==> config.mk <==
export PLATFORM = sky130hd
export DESIGN_NAME = alu_share_arb
export DESIGN_NICKNAME = d
export VERILOG_FILES = /design/src/rtl/alu_share_pkg.sv /design/src/rtl/alu_rr_arb2.sv /design/src/rtl/alu_share_arb.sv
export SDC_FILE = /design/constraint.sdc
export NUM_CORES = 1
export LEC_CHECK = 0
export CAP_MARGIN = 20
export CORE_MARGIN = 2
export CORE_UTILIZATION = 30
export CTS_CLUSTER_SIZE = 25
export DETAILED_ROUTE_END_ITERATION = 6
export GPL_TIMING_DRIVEN = 0
export PLACE_DENSITY_LB_ADDON = 0.05
export SYNTH_ARGS = -nofsm -noshare
export SYNTH_HDL_FRONTEND = slang
export SYNTH_SLANG_ARGS = --single-unit
==> constraint.sdc <==
create_clock -name clk -period 8.8 [get_ports clk]
set_input_delay 1.76 -clock clk [delete_from_list [all_inputs] [get_ports clk]]
set_output_delay 1.76 -clock clk [all_outputs]
set_load 0.005 [all_outputs]
==> src/rtl/alu_share_pkg.sv <==
// Shared definitions for the two-port ALU sharing block: ALU control codes, slot FSM states, port id.
package alu_share_pkg;

  // bit3 inverts B and supplies the carry-in, so SUB/SLT are ADD/SLT codes with bit3 set
  localparam logic [3:0] ALU_AND  = 4'b0000;
  localparam logic [3:0] ALU_OR   = 4'b0001;
  localparam logic [3:0] ALU_ADD  = 4'b0010;
  localparam logic [3:0] ALU_SUB  = 4'b1010;
  localparam logic [3:0] ALU_SLT  = 4'b1011;
  localparam logic [3:0] ALU_XOR  = 4'b0100;
  localparam logic [3:0] ALU_XNOR = 4'b0101;

  typedef enum logic {
    ST_IDLE = 1'b0,
    ST_FULL = 1'b1
  } state_t;

  typedef logic port_id_t;

  function automatic logic is_err_op(input logic [3:0] ctrl);
    return ctrl[2:1] == 2'b11;
  endfunction

endpackage

==> src/rtl/alu_rr_arb2.sv <==
// Two-way request arbiter with round-robin memory (rr_last).
// Define ARB_FIXED_PRIO_EN to make port 0 always win a tie; rr_last is then held at 1.
module alu_rr_arb2
  import alu_share_pkg::*;
(
  input  logic       clk,
  input  logic       reset_n,
  input  logic [1:0] valid,
  input  logic       slot_free,
  output logic [1:0] grant
);

  port_id_t rr_last_reg;

  always_comb begin
    grant = 2'b00;
    if (slot_free) begin
      unique case (valid)
        2'b01:   grant = 2'b01;
        2'b10:   grant = 2'b10;
`ifdef ARB_FIXED_PRIO_EN
        2'b11:   grant = 2'b01;
`else
        2'b11:   grant = rr_last_reg ? 2'b01 : 2'b10;
`endif
        default: grant = 2'b00;
      endcase
    end
  end

`ifdef ARB_FIXED_PRIO_EN
  always_ff @(posedge clk or negedge reset_n) begin
    if (!reset_n) rr_last_reg <= 1'b1;
    else          rr_last_reg <= 1'b1;
  end
`else
  always_ff @(posedge clk or negedge reset_n) begin
    if (!reset_n)    rr_last_reg <= 1'b1;
    else if (|grant) rr_last_reg <= grant[1];
  end
`endif

endmodule

==> src/rtl/alu_share_arb.sv <==
// One 32-bit ALU shared by two valid/ready requesters, with a single registered result slot.
// ARB_FIXED_PRIO_EN (optional) selects fixed port-0 priority in the arbiter.
module alu_share_arb
  import alu_share_pkg::*;
#(
  parameter int DATA_W = 32,
  parameter int TAG_W  = 4
) (
  input  logic              clk,
  input  logic              reset_n,
  input  logic              req0_valid,
  output logic              req0_ready,
  input  logic [3:0]        req0_ctrl,
  input  logic [DATA_W-1:0] req0_a,
  input  logic [DATA_W-1:0] req0_b,
  input  logic [TAG_W-1:0]  req0_tag,
  input  logic              req1_valid,
  output logic              req1_ready,
  input  logic [3:0]        req1_ctrl,
  input  logic [DATA_W-1:0] req1_a,
  input  logic [DATA_W-1:0] req1_b,
  input  logic [TAG_W-1:0]  req1_tag,
  output logic              rsp0_valid,
  input  logic              rsp0_ready,
  output logic [DATA_W-1:0] rsp0_data,
  output logic              rsp0_zero,
  output logic              rsp0_err,
  output logic [TAG_W-1:0]  rsp0_tag,
  output logic              rsp1_valid,
  input  logic              rsp1_ready,
  output logic [DATA_W-1:0] rsp1_data,
  output logic              rsp1_zero,
  output logic              rsp1_err,
  output logic [TAG_W-1:0]  rsp1_tag
);

  logic [1:0]        req_valid, rsp_ready, grant;
  logic [3:0]        req_ctrl [2];
  logic [DATA_W-1:0] req_a [2];
  logic [DATA_W-1:0] req_b [2];
  logic [TAG_W-1:0]  req_tag [2];

  assign req_valid  = {req1_valid, req0_valid};
  assign rsp_ready  = {rsp1_ready, rsp0_ready};
  assign req_ctrl   = '{req0_ctrl, req1_ctrl};
  assign req_a      = '{req0_a, req1_a};
  assign req_b      = '{req0_b, req1_b};
  assign req_tag    = '{req0_tag, req1_tag};

  state_t     state_reg;
  port_id_t   owner_reg;
  logic [1:0] rsp_valid_reg;
  logic       slot_free, accept;

  // Slot can take a new result when empty or when its owner drains it this cycle
  assign slot_free = reset_n & ((state_reg == ST_IDLE) | rsp_ready[owner_reg]);
  assign accept    = |grant;

  alu_rr_arb2 u_arb (
    .clk       (clk),
    .reset_n   (reset_n),
    .valid     (req_valid),
    .slot_free (slot_free),
    .grant     (grant)
  );

  assign req0_ready = grant[0];
  assign req1_ready = grant[1];

  // Operand mux and ALU
  port_id_t          sel;
  logic [3:0]        alu_ctrl;
  logic [DATA_W-1:0] alu_a, alu_b, b_eff, sum, alu_result;
  logic              alu_err;

  assign sel      = grant[1];
  assign alu_ctrl = req_ctrl[sel];
  assign alu_a    = req_a[sel];
  assign alu_b    = req_b[sel];

  always_comb begin
    b_eff      = alu_ctrl[3] ? ~alu_b : alu_b;
    sum        = alu_a + b_eff + {{(DATA_W-1){1'b0}}, alu_ctrl[3]};
    alu_err    = is_err_op(alu_ctrl);
    alu_result = '0;
    unique case (alu_ctrl[2:0])
      3'b000:  alu_result = alu_a & b_eff;
      3'b001:  alu_result = alu_a | b_eff;
      3'b010:  alu_result = sum;
      3'b011:  alu_result = {{(DATA_W-1){1'b0}}, sum[DATA_W-1]};
      3'b100:  alu_result = alu_a ^ b_eff;
      3'b101:  alu_result = ~(alu_a ^ b_eff);
      default: alu_result = '0;
    endcase
  end

  always_ff @(posedge clk or negedge reset_n) begin
    if (!reset_n) begin
      state_reg     <= ST_IDLE;
      owner_reg     <= 1'b0;
      rsp_valid_reg <= 2'b00;
    end else begin
      unique case (state_reg)
        ST_IDLE: begin
          if (accept) begin
            state_reg     <= ST_FULL;
            owner_reg     <= grant[1];
            rsp_valid_reg <= grant;
          end
        end
        ST_FULL: begin
          if (accept) begin
            owner_reg     <= grant[1];
            rsp_valid_reg <= grant;
          end else if (rsp_ready[owner_reg]) begin
            state_reg     <= ST_IDLE;
            rsp_valid_reg <= 2'b00;
          end
        end
        default: state_reg <= ST_IDLE;
      endcase
    end
  end

  // Per-port result registers; the non-owner keeps its last value
  logic [DATA_W-1:0] rsp_data_reg [2];
  logic [1:0]        rsp_zero_reg, rsp_err_reg;
  logic [TAG_W-1:0]  rsp_tag_reg [2];

  for (genvar gi = 0; gi < 2; gi++) begin : g_port
    always_ff @(posedge clk or negedge reset_n) begin
      if (!reset_n) begin
        rsp_data_reg[gi] <= '0;
        rsp_zero_reg[gi] <= 1'b0;
        rsp_err_reg[gi]  <= 1'b0;
        rsp_tag_reg[gi]  <= '0;
      end else if (grant[gi]) begin
        rsp_data_reg[gi] <= alu_result;
        rsp_zero_reg[gi] <= (alu_result == '0);
        rsp_err_reg[gi]  <= alu_err;
        rsp_tag_reg[gi]  <= req_tag[gi];
      end
    end
  end

  assign rsp0_valid = rsp_valid_reg[0];
  assign rsp0_data  = rsp_data_reg[0];
  assign rsp0_zero  = rsp_zero_reg[0];
  assign rsp0_err   = rsp_err_reg[0];
  assign rsp0_tag   = rsp_tag_reg[0];
  assign rsp1_valid = rsp_valid_reg[1];
  assign rsp1_data  = rsp_data_reg[1];
  assign rsp1_zero  = rsp_zero_reg[1];
  assign rsp1_err   = rsp_err_reg[1];
  assign rsp1_tag   = rsp_tag_reg[1];

endmodule

# ---- After elaboration in Yosys (flattened, before gate mapping)
# Cells that the tools add are included.
dict set report totals {
  input_bits 150
  out_inout_bits 80
  elab_cells 65
  register_bits 81
}
dict set report op_classes {
  addsub 2
  reduce_logical 4
  muxes 25
  magnitude_cmp 2
  eq_ne 11
  bitwise 9
}
# operator count
set op_table {}
lappend op_table {{32-bit 2-to-1 mux} 7}
lappend op_table {{32-bit case mux with 6 select lines} 1}
lappend op_table {{32-bit inverter} 2}
lappend op_table {{32-bit by 1-bit adder with 32-bit output} 1}
lappend op_table {{32-bit adder} 1}
lappend op_table {{32-bit bitwise AND} 1}
lappend op_table {{32-bit logical NOT} 1}
lappend op_table {{32-bit bitwise OR} 1}
lappend op_table {{32-bit XOR} 1}
lappend op_table {{4-bit 2-to-1 mux} 3}
lappend op_table {{2-bit 2-to-1 mux} 5}
lappend op_table {{2-bit equality test (second input constant)} 3}
lappend op_table {{3-bit by 2-bit equality test with 1-bit output (second input constant)} 2}
lappend op_table {{3-bit equality test (second input constant)} 2}
lappend op_table {{1-bit 2-to-1 mux} 6}
lappend op_table {{2-bit case mux with 3 select lines} 1}
lappend op_table {{2-bit case mux with 2 select lines} 1}
lappend op_table {{3-bit by 1-bit equality test with 1-bit output (second input constant)} 1}
lappend op_table {{3-bit logical NOT} 1}
lappend op_table {{3-bit by 1-bit != test with 1-bit output (second input constant)} 1}
lappend op_table {{2-bit by 1-bit equality test with 1-bit output (second input constant)} 1}
lappend op_table {{2-bit greater-or-equal comparator (second input constant)} 1}
lappend op_table {{1-bit by 2-bit < comparator with 1-bit output (second input constant)} 1}
lappend op_table {{2-bit != test (second input constant)} 1}
lappend op_table {{other kinds (7)} 7}

# ---- Longest topological paths before layout
dict set report logic_depth {
  depth_word 15
  mapped_depth 21
  ltp_nobuf 17
}

# ---- Cells and area by module
# Synthesis repeated with hierarchy kept, for this count alone.
dict set report unflattened {
  hier_cells 1041
  hier_area_um2 8170.3
}
# mod n_inst area_per_inst_um2 seq_area_each_um2 cells_each
set by_module_without_submodules {}
lappend by_module_without_submodules {alu_share_arb 1 8107.8 2001.9 1033}
lappend by_module_without_submodules {alu_rr_arb2 1 62.6 26.3 8}

# ---- Least setup slack after synthesis
# OpenSTA, ideal clock, no wires.
dict set report synth_path {
  path_type {input to register}
  from {input rsp0_ready}
  to {register rsp_zero_reg[1] (netlist: rsp1_zero)}
  t_arrival_ns 6.226
  setup_time_ns 0.077
  required_ns 8.723
  n_path_buf 6
  path_slack_ns 2.498
  cell_stages 20
  cell_sequence {mux2_4 > o211ai_2 > buf_6 > buf_4 > buf_2 > buf_1 > buf_1 > mux2i_1 > ha_1 > clkbuf_1 > and2_1 > a21boi_0 > a21oi_1 > a211oi_1 > mux2_2 > a221oi_2 > nand4_1 > nor4b_1 > nand4_1 > o21ai_1}
}
dict set report synth_between {
  elab_chain_cells 15
  elab_cells_between_ends 31
  classes_between {2 x add/sub; 5 x eq/ne; 14 x mux; 8 x bitwise; 2 x reduce/logical}
}
# item line_no
set synth_rtl {}
lappend synth_rtl {{from (decl)} alu_share_arb.sv:24} ;# input logic rsp0_ready,
lappend synth_rtl {{1-bit 2-to-1 mux (not written as such) * (2 in a row)} alu_share_arb.sv:56} ;# assign slot_free = reset_n & ((state_reg == ST_IDLE) | rsp_ready[owner_reg]);
lappend synth_rtl {{1-bit bitwise OR *} alu_share_arb.sv:56}
lappend synth_rtl {{1-bit bitwise AND *} alu_share_arb.sv:56}
lappend synth_rtl {{2-bit 2-to-1 mux *} alu_rr_arb2.sv:17} ;# if (slot_free) begin
lappend synth_rtl {{1-bit inverter with 2-bit output (not written as such)} {alu_share_arb.sv:77, alu_share_arb.sv:78, alu_share_arb.sv:79}}
lappend synth_rtl {{32-bit 2-to-1 mux (not written as such) (3 in a row)} alu_share_arb.sv:79} ;# assign alu_b = req_b[sel];
lappend synth_rtl {{32-bit inverter} alu_share_arb.sv:82} ;# b_eff = alu_ctrl[3] ? ~alu_b : alu_b;
lappend synth_rtl {{32-bit 2-to-1 mux} alu_share_arb.sv:82}
lappend synth_rtl {{32-bit adder / 32-bit XOR (equally long branches)} {alu_share_arb.sv:83, alu_share_arb.sv:91, alu_share_arb.sv:92}}
lappend synth_rtl {{32-bit by 1-bit adder with 32-bit output / 32-bit inverter (equally long branches)} {alu_share_arb.sv:83, alu_share_arb.sv:92}}
lappend synth_rtl {{32-bit case mux with 6 select lines} alu_share_arb.sv:86} ;# unique case (alu_ctrl[2:0])
lappend synth_rtl {{32-bit logical NOT} alu_share_arb.sv:139} ;# rsp_zero_reg[gi] <= (alu_result == '0);
lappend synth_rtl {{to (signal, indexed assignment)} alu_share_arb.sv:139}
lappend synth_rtl {{to (decl)} alu_share_arb.sv:127} ;# logic [1:0] rsp_zero_reg, rsp_err_reg;
# Every way passes the cells marked *; elsewhere a longest branch is shown, timed or not. The select of a mux whose other input is x is not followed.
# A chain may end at the register's enable or synchronous reset.

# ---- Final worst setup path
dict set report layout_path {
  from {input reset_n}
  to {register rsp_zero_reg[1] (netlist: rsp1_zero)}
}
dict set report layout_between {
  elab_chain_cells 12
  elab_cells_between_ends 28
  classes_between {2 x add/sub; 5 x eq/ne; 12 x mux; 7 x bitwise; 2 x reduce/logical}
}
# item line_no
set layout_rtl {}
lappend layout_rtl {{from (decl)} alu_share_arb.sv:10} ;# input logic reset_n,
lappend layout_rtl {{1-bit bitwise AND *} alu_share_arb.sv:56}
lappend layout_rtl {{2-bit 2-to-1 mux *} alu_rr_arb2.sv:17}
lappend layout_rtl {{1-bit inverter with 2-bit output (not written as such)} {alu_share_arb.sv:77, alu_share_arb.sv:78, alu_share_arb.sv:79}}
lappend layout_rtl {{32-bit 2-to-1 mux (not written as such) (3 in a row)} alu_share_arb.sv:79}
lappend layout_rtl {{32-bit inverter} alu_share_arb.sv:82}
lappend layout_rtl {{32-bit 2-to-1 mux} alu_share_arb.sv:82}
lappend layout_rtl {{32-bit adder / 32-bit XOR (equally long branches)} {alu_share_arb.sv:83, alu_share_arb.sv:91, alu_share_arb.sv:92}}
lappend layout_rtl {{32-bit by 1-bit adder with 32-bit output / 32-bit inverter (equally long branches)} {alu_share_arb.sv:83, alu_share_arb.sv:92}}
lappend layout_rtl {{32-bit case mux with 6 select lines} alu_share_arb.sv:86}
lappend layout_rtl {{32-bit logical NOT} alu_share_arb.sv:139}
# Marks and branches as above.

==> results.tsv <==
stage	metric	value	unit
final_layout	final_cell_mix	nand2_1 (236), clkdlybuf4s50_1 (228), o21ai_0 (100)	
route	wl_per_cell	21.6	µm
pwr	p_sw	1.31	mW
global_route	antenna_found_initial	1	
route	met1_length	17.8	mm
cts	post-cts-setup-buffers	0	
logic_synthesis	synth.avg_cell_area	7.42	µm²
cts	path_clk_slew	0.06	ns
cts	clockBufferDepth	2	
timing	finalCritPeriodShare	0.939	
status	run_status	complete, no violations	
pwr	clkPwrFrac	0.139	
cts	tritoncts	built	
logic_synthesis	synth_warnings	0	
setup_path	cp_slowest_cell	mux2i_1	
cts	cts.sinks	81	
pwr	pwr-share-comb	0.637	
min_path	min_path_type	reg -> reg	
pwr	power_frac_seq	0.224	
pwr	total_power	2.89	mW
setup_path	cp-start-kind	primary input	
setup_path	worstPathCellList	buf_4 -> buf_16 -> and2_1 -> o211ai_2 -> inv_1 -> buf_2 -> mux2i_1 -> buf_1 -> xor2_1 -> ha_1 -> clkbuf_1 -> a21oi_1 -> o221ai_1 -> a31oi_1 -> o31ai_1 -> a31oi_1 -> mux2_1 -> a221oi_1 -> and4_1 -> nand4_1 -> o21ai_1	
placed_design	dpl_cell_area	0.0113	mm²
route	drc	0	
setup_path	cp_data_required_time	9.06	ns
timing	finalSetupViolCount	0	
floorplanning	row_count	61	
final_layout	final_util	0.416	
setup_path	arrival	8.52	ns
final_layout	final_common_cell	nand2_1	
pwr	intPower	1.58	mW
run	drv_cap	0	
floorplanning	io_pins	230	
timing	max_slew.worst_pin.slew	1.10	ns
floorplanning	core_area	0.0278	mm²
pwr	cellPowerDensity	250	mW/mm²
floorplanning	initial_core_util	0.304	
logic_synthesis	syn_inst	1138	
cts	cts_hold_buf	0	
route	drtIter0Drc	867	
route	num_vias	9361	
global_route	grt_pass1_vias	8867	
timing	tns	0	ns
global_route	grt_pass1_wl	55.8	mm
setup_path	critical_path.max_stage_delay	0.77	ns
setup_path	crit_path_frequent_cell	a31oi_1	
route	dr_wl_met3	2.91	mm
timing	slew-limit-headroom	0.269	
timing	clock_skew	0.00691	ns
timing	fmax	121	MHz
final_layout	fin_area	0.0116	mm²
final_layout	layoutNonFillerInstCount	1761	
placed_design	io_buffers	229	
logic_synthesis	netlist_area	0.00845	mm²
setup_path	crit_type	in -> reg	
final_layout	n_antenna_cell	0	
final_layout	drive_above_1_share	0.0427	
logic_synthesis	yosys.cell_types.count	85	
route	routed.top_layer	met4	
final_layout	synthToLayoutAreaGrowth	36.9	%
final_layout	layout.nets	1593	
floorplanning	die_h	172	µm
pwr	vdd_drop_max	0.0000920	V
placed_design	dp.final_hpwl	30.3	mm
route	wirelength	38.1	mm
timing	slew_viol_final	0	
timing	grt_setup_unrepaired	false	
logic_synthesis	synth_edf_count	0	
cts	h-tree-depth	3	
logic_synthesis	syn_nets	1352	
final_layout	nFillCells	2920	
logic_synthesis	ys_seq_elements	81	
logic_synthesis	synthArstFlopShare	1.00	
placed_design	gp_congestion	0.958	
global_route	overflow	0	
floorplanning	die_w	172	µm
route	vias_per_cell	5.32	
cts	clock_latency	0.34	ns
route	first_pass_iters	5	
placed_design	dp_cells	1747	
timing	finalHoldViolCount	0	
pwr	leakage	5.29	nW
setup_path	crit_fanout	64	
timing	fin_crit	8.27	ns
route	postRouteAntennaNets	0	
logic_synthesis	yosysSeqAreaShare	0.240	
cts	cts_made_buffers	9	
global_route	grt_max_degree	65	
setup_path	endpoint_kind	flip-flop	
logic_synthesis	synth_flop_cell	dfrtp_1	
cts	cts_root_buf	clkbuf_16	
floorplanning	die-area	0.0295	mm²
global_route	track_usage	0.255	
pwr	p_sw_frac	0.455	
route	wl_met2	16.3	mm
==> cells in the mapped netlist (6+ instances only) <==
| cell type | instances | area, µm² |
|---|---|---|
| inv_1 | 73 | 274 |
| a31oi_1 | 8 | 50.1 |
| mux2i_1 | 59 | 591 |
| nand2_1 | 236 | 886 |
| a21oi_1 | 59 | 295 |
| nand3_1 | 24 | 120 |
| a21o_1 | 14 | 105 |
| ha_1 | 64 | 801 |
| o31ai_1 | 7 | 52.6 |
| o21ai_0 | 100 | 500 |
| a221oi_1 | 6 | 52.6 |
| o21bai_1 | 6 | 45.0 |
| nand4_1 | 23 | 144 |
| dfrtp_1 | 80 | 2000 |
| o221ai_1 | 6 | 52.6 |
| o2111ai_1 | 6 | 52.6 |
| and2_1 | 9 | 56.3 |
| o21a_1 | 6 | 45.0 |
| or3_1 | 7 | 43.8 |
| clkbuf_1 | 54 | 203 |
| buf_1 | 8 | 30.0 |
| buf_2 | 10 | 50.1 |
| a211oi_1 | 9 | 67.6 |
| nor3_1 | 18 | 90.1 |
| a211o_1 | 6 | 52.6 |
| o211ai_1 | 16 | 120 |
| xor2_1 | 34 | 298 |
| nor2_1 | 69 | 259 |
==> path summary, 6_finish.rpt <==
check / startpoint / end / slack [ns] / cells past startpoint
setup / recovery: reset_n / rsp1_zero$_DFFE_PN0N_ / 0.53 / 21
hold / removal: rsp1_tag[1]$_DFFE_PN0N_ / rsp1_tag[1]$_DFFE_PN0N_ / 0.47 / 2
setup reg to reg: owner_reg$_DFFE_PN0P_ / rsp1_zero$_DFFE_PN0N_ / 1.95 / 19
hold reg to reg: rsp1_tag[1]$_DFFE_PN0N_ / rsp1_tag[1]$_DFFE_PN0N_ / 0.47 / 2
max in group asynchronous: reset_n / u_arb.rr_last_reg$_DFFE_PN1P_ / 6.85 / 2
min in group asynchronous: reset_n / rsp0_data[2]$_DFFE_PN0P_ / 1.31 / 1
==> logic make-up (layout without fill, tap and decap cells) <==
| logic type | Yosys count | in the layout | share of synthesized area |
|---|---|---|---|
| AND/OR/NAND/NOR | 424 | 424 | 0.223 |
| adder cells (fa/ha/maj) | 64 | 64 | 0.0948 |
| buffers and inverters | 149 | 394 | 0.0695 |
| multiplexers | 71 | 71 | 0.0892 |
| XOR/XNOR | 38 | 38 | 0.0394 |
| flip-flops | 81 | 81 | 0.240 |
| AO/OA/AOI/OAI | 311 | 311 | 0.244 |
==> power groups by stage <==
stage | clock [mW] | combinational (mW) | sequential (mW)
floorplan | 0 | 0.956 | 0.653
global placement | 0 | 1.82 | 0.654
detailed placement | 0 | 1.82 | 0.657
CTS | 0.408 | 1.83 | 0.652
global route | 0.423 | 2.02 | 0.672
finish | 0.401 | 1.84 | 0.648
==> metal layers <==
layer | up-vias | track usage
met5 | - | 0
met1 | 4404 | 0.357
li1 | 4499 | -
met3 | 58 | 0.0410
met4 | 0 | 0.0866
met2 | 400 | 0.396
==> through the flow <==
| stage | hold slack, ns | setup slack, ns |
|---|---|---|
| finish | 0.475 | 0.533 |
| CTS | 0.478 | 0.284 |
| global placement | 0.458 | -3.40 |
| detailed placement | 0.462 | -0.329 |
| global route | 0.492 | 0.00468 |
| floorplan | 0.454 | 2.50 |
==> worst max-delay path: cells and delay by family <==
| family | cells | cell delay, ns |
|---|---|---|
| AO/OA/AOI/OAI | 8 | 2.37 |
| XOR/XNOR | 1 | 0.27 |
| adder cells (fa/ha/maj) | 1 | 0.27 |
| buffers and inverters | 6 | 1.95 |
| multiplexers | 2 | 1.14 |
| AND/OR/NAND/NOR | 3 | 0.69 |
==> final cells by class <==
type / instances / area, µm² / share of cell area
Buffer: 74 / 307 / 0.0265
Clock buffer: 10 / 229 / 0.0198
Clock inverter: 5 / 81.3 / 0.00703
Inverter: 74 / 278 / 0.0240
Multi-Input combinational cell: 908 / 5840 / 0.505
Sequential cell: 81 / 2030 / 0.175
Tap cell: 378 / 473 / 0.0409
Timing Repair Buffer: 231 / 2330 / 0.202
==> timing repair <==
item                                   CTS  global route
setup endpoints to repair                2             2
resized for setup                        0             5
endpoints found under the hold margin    0             0
No activity file was read; power rests on OpenSTA's default activity.
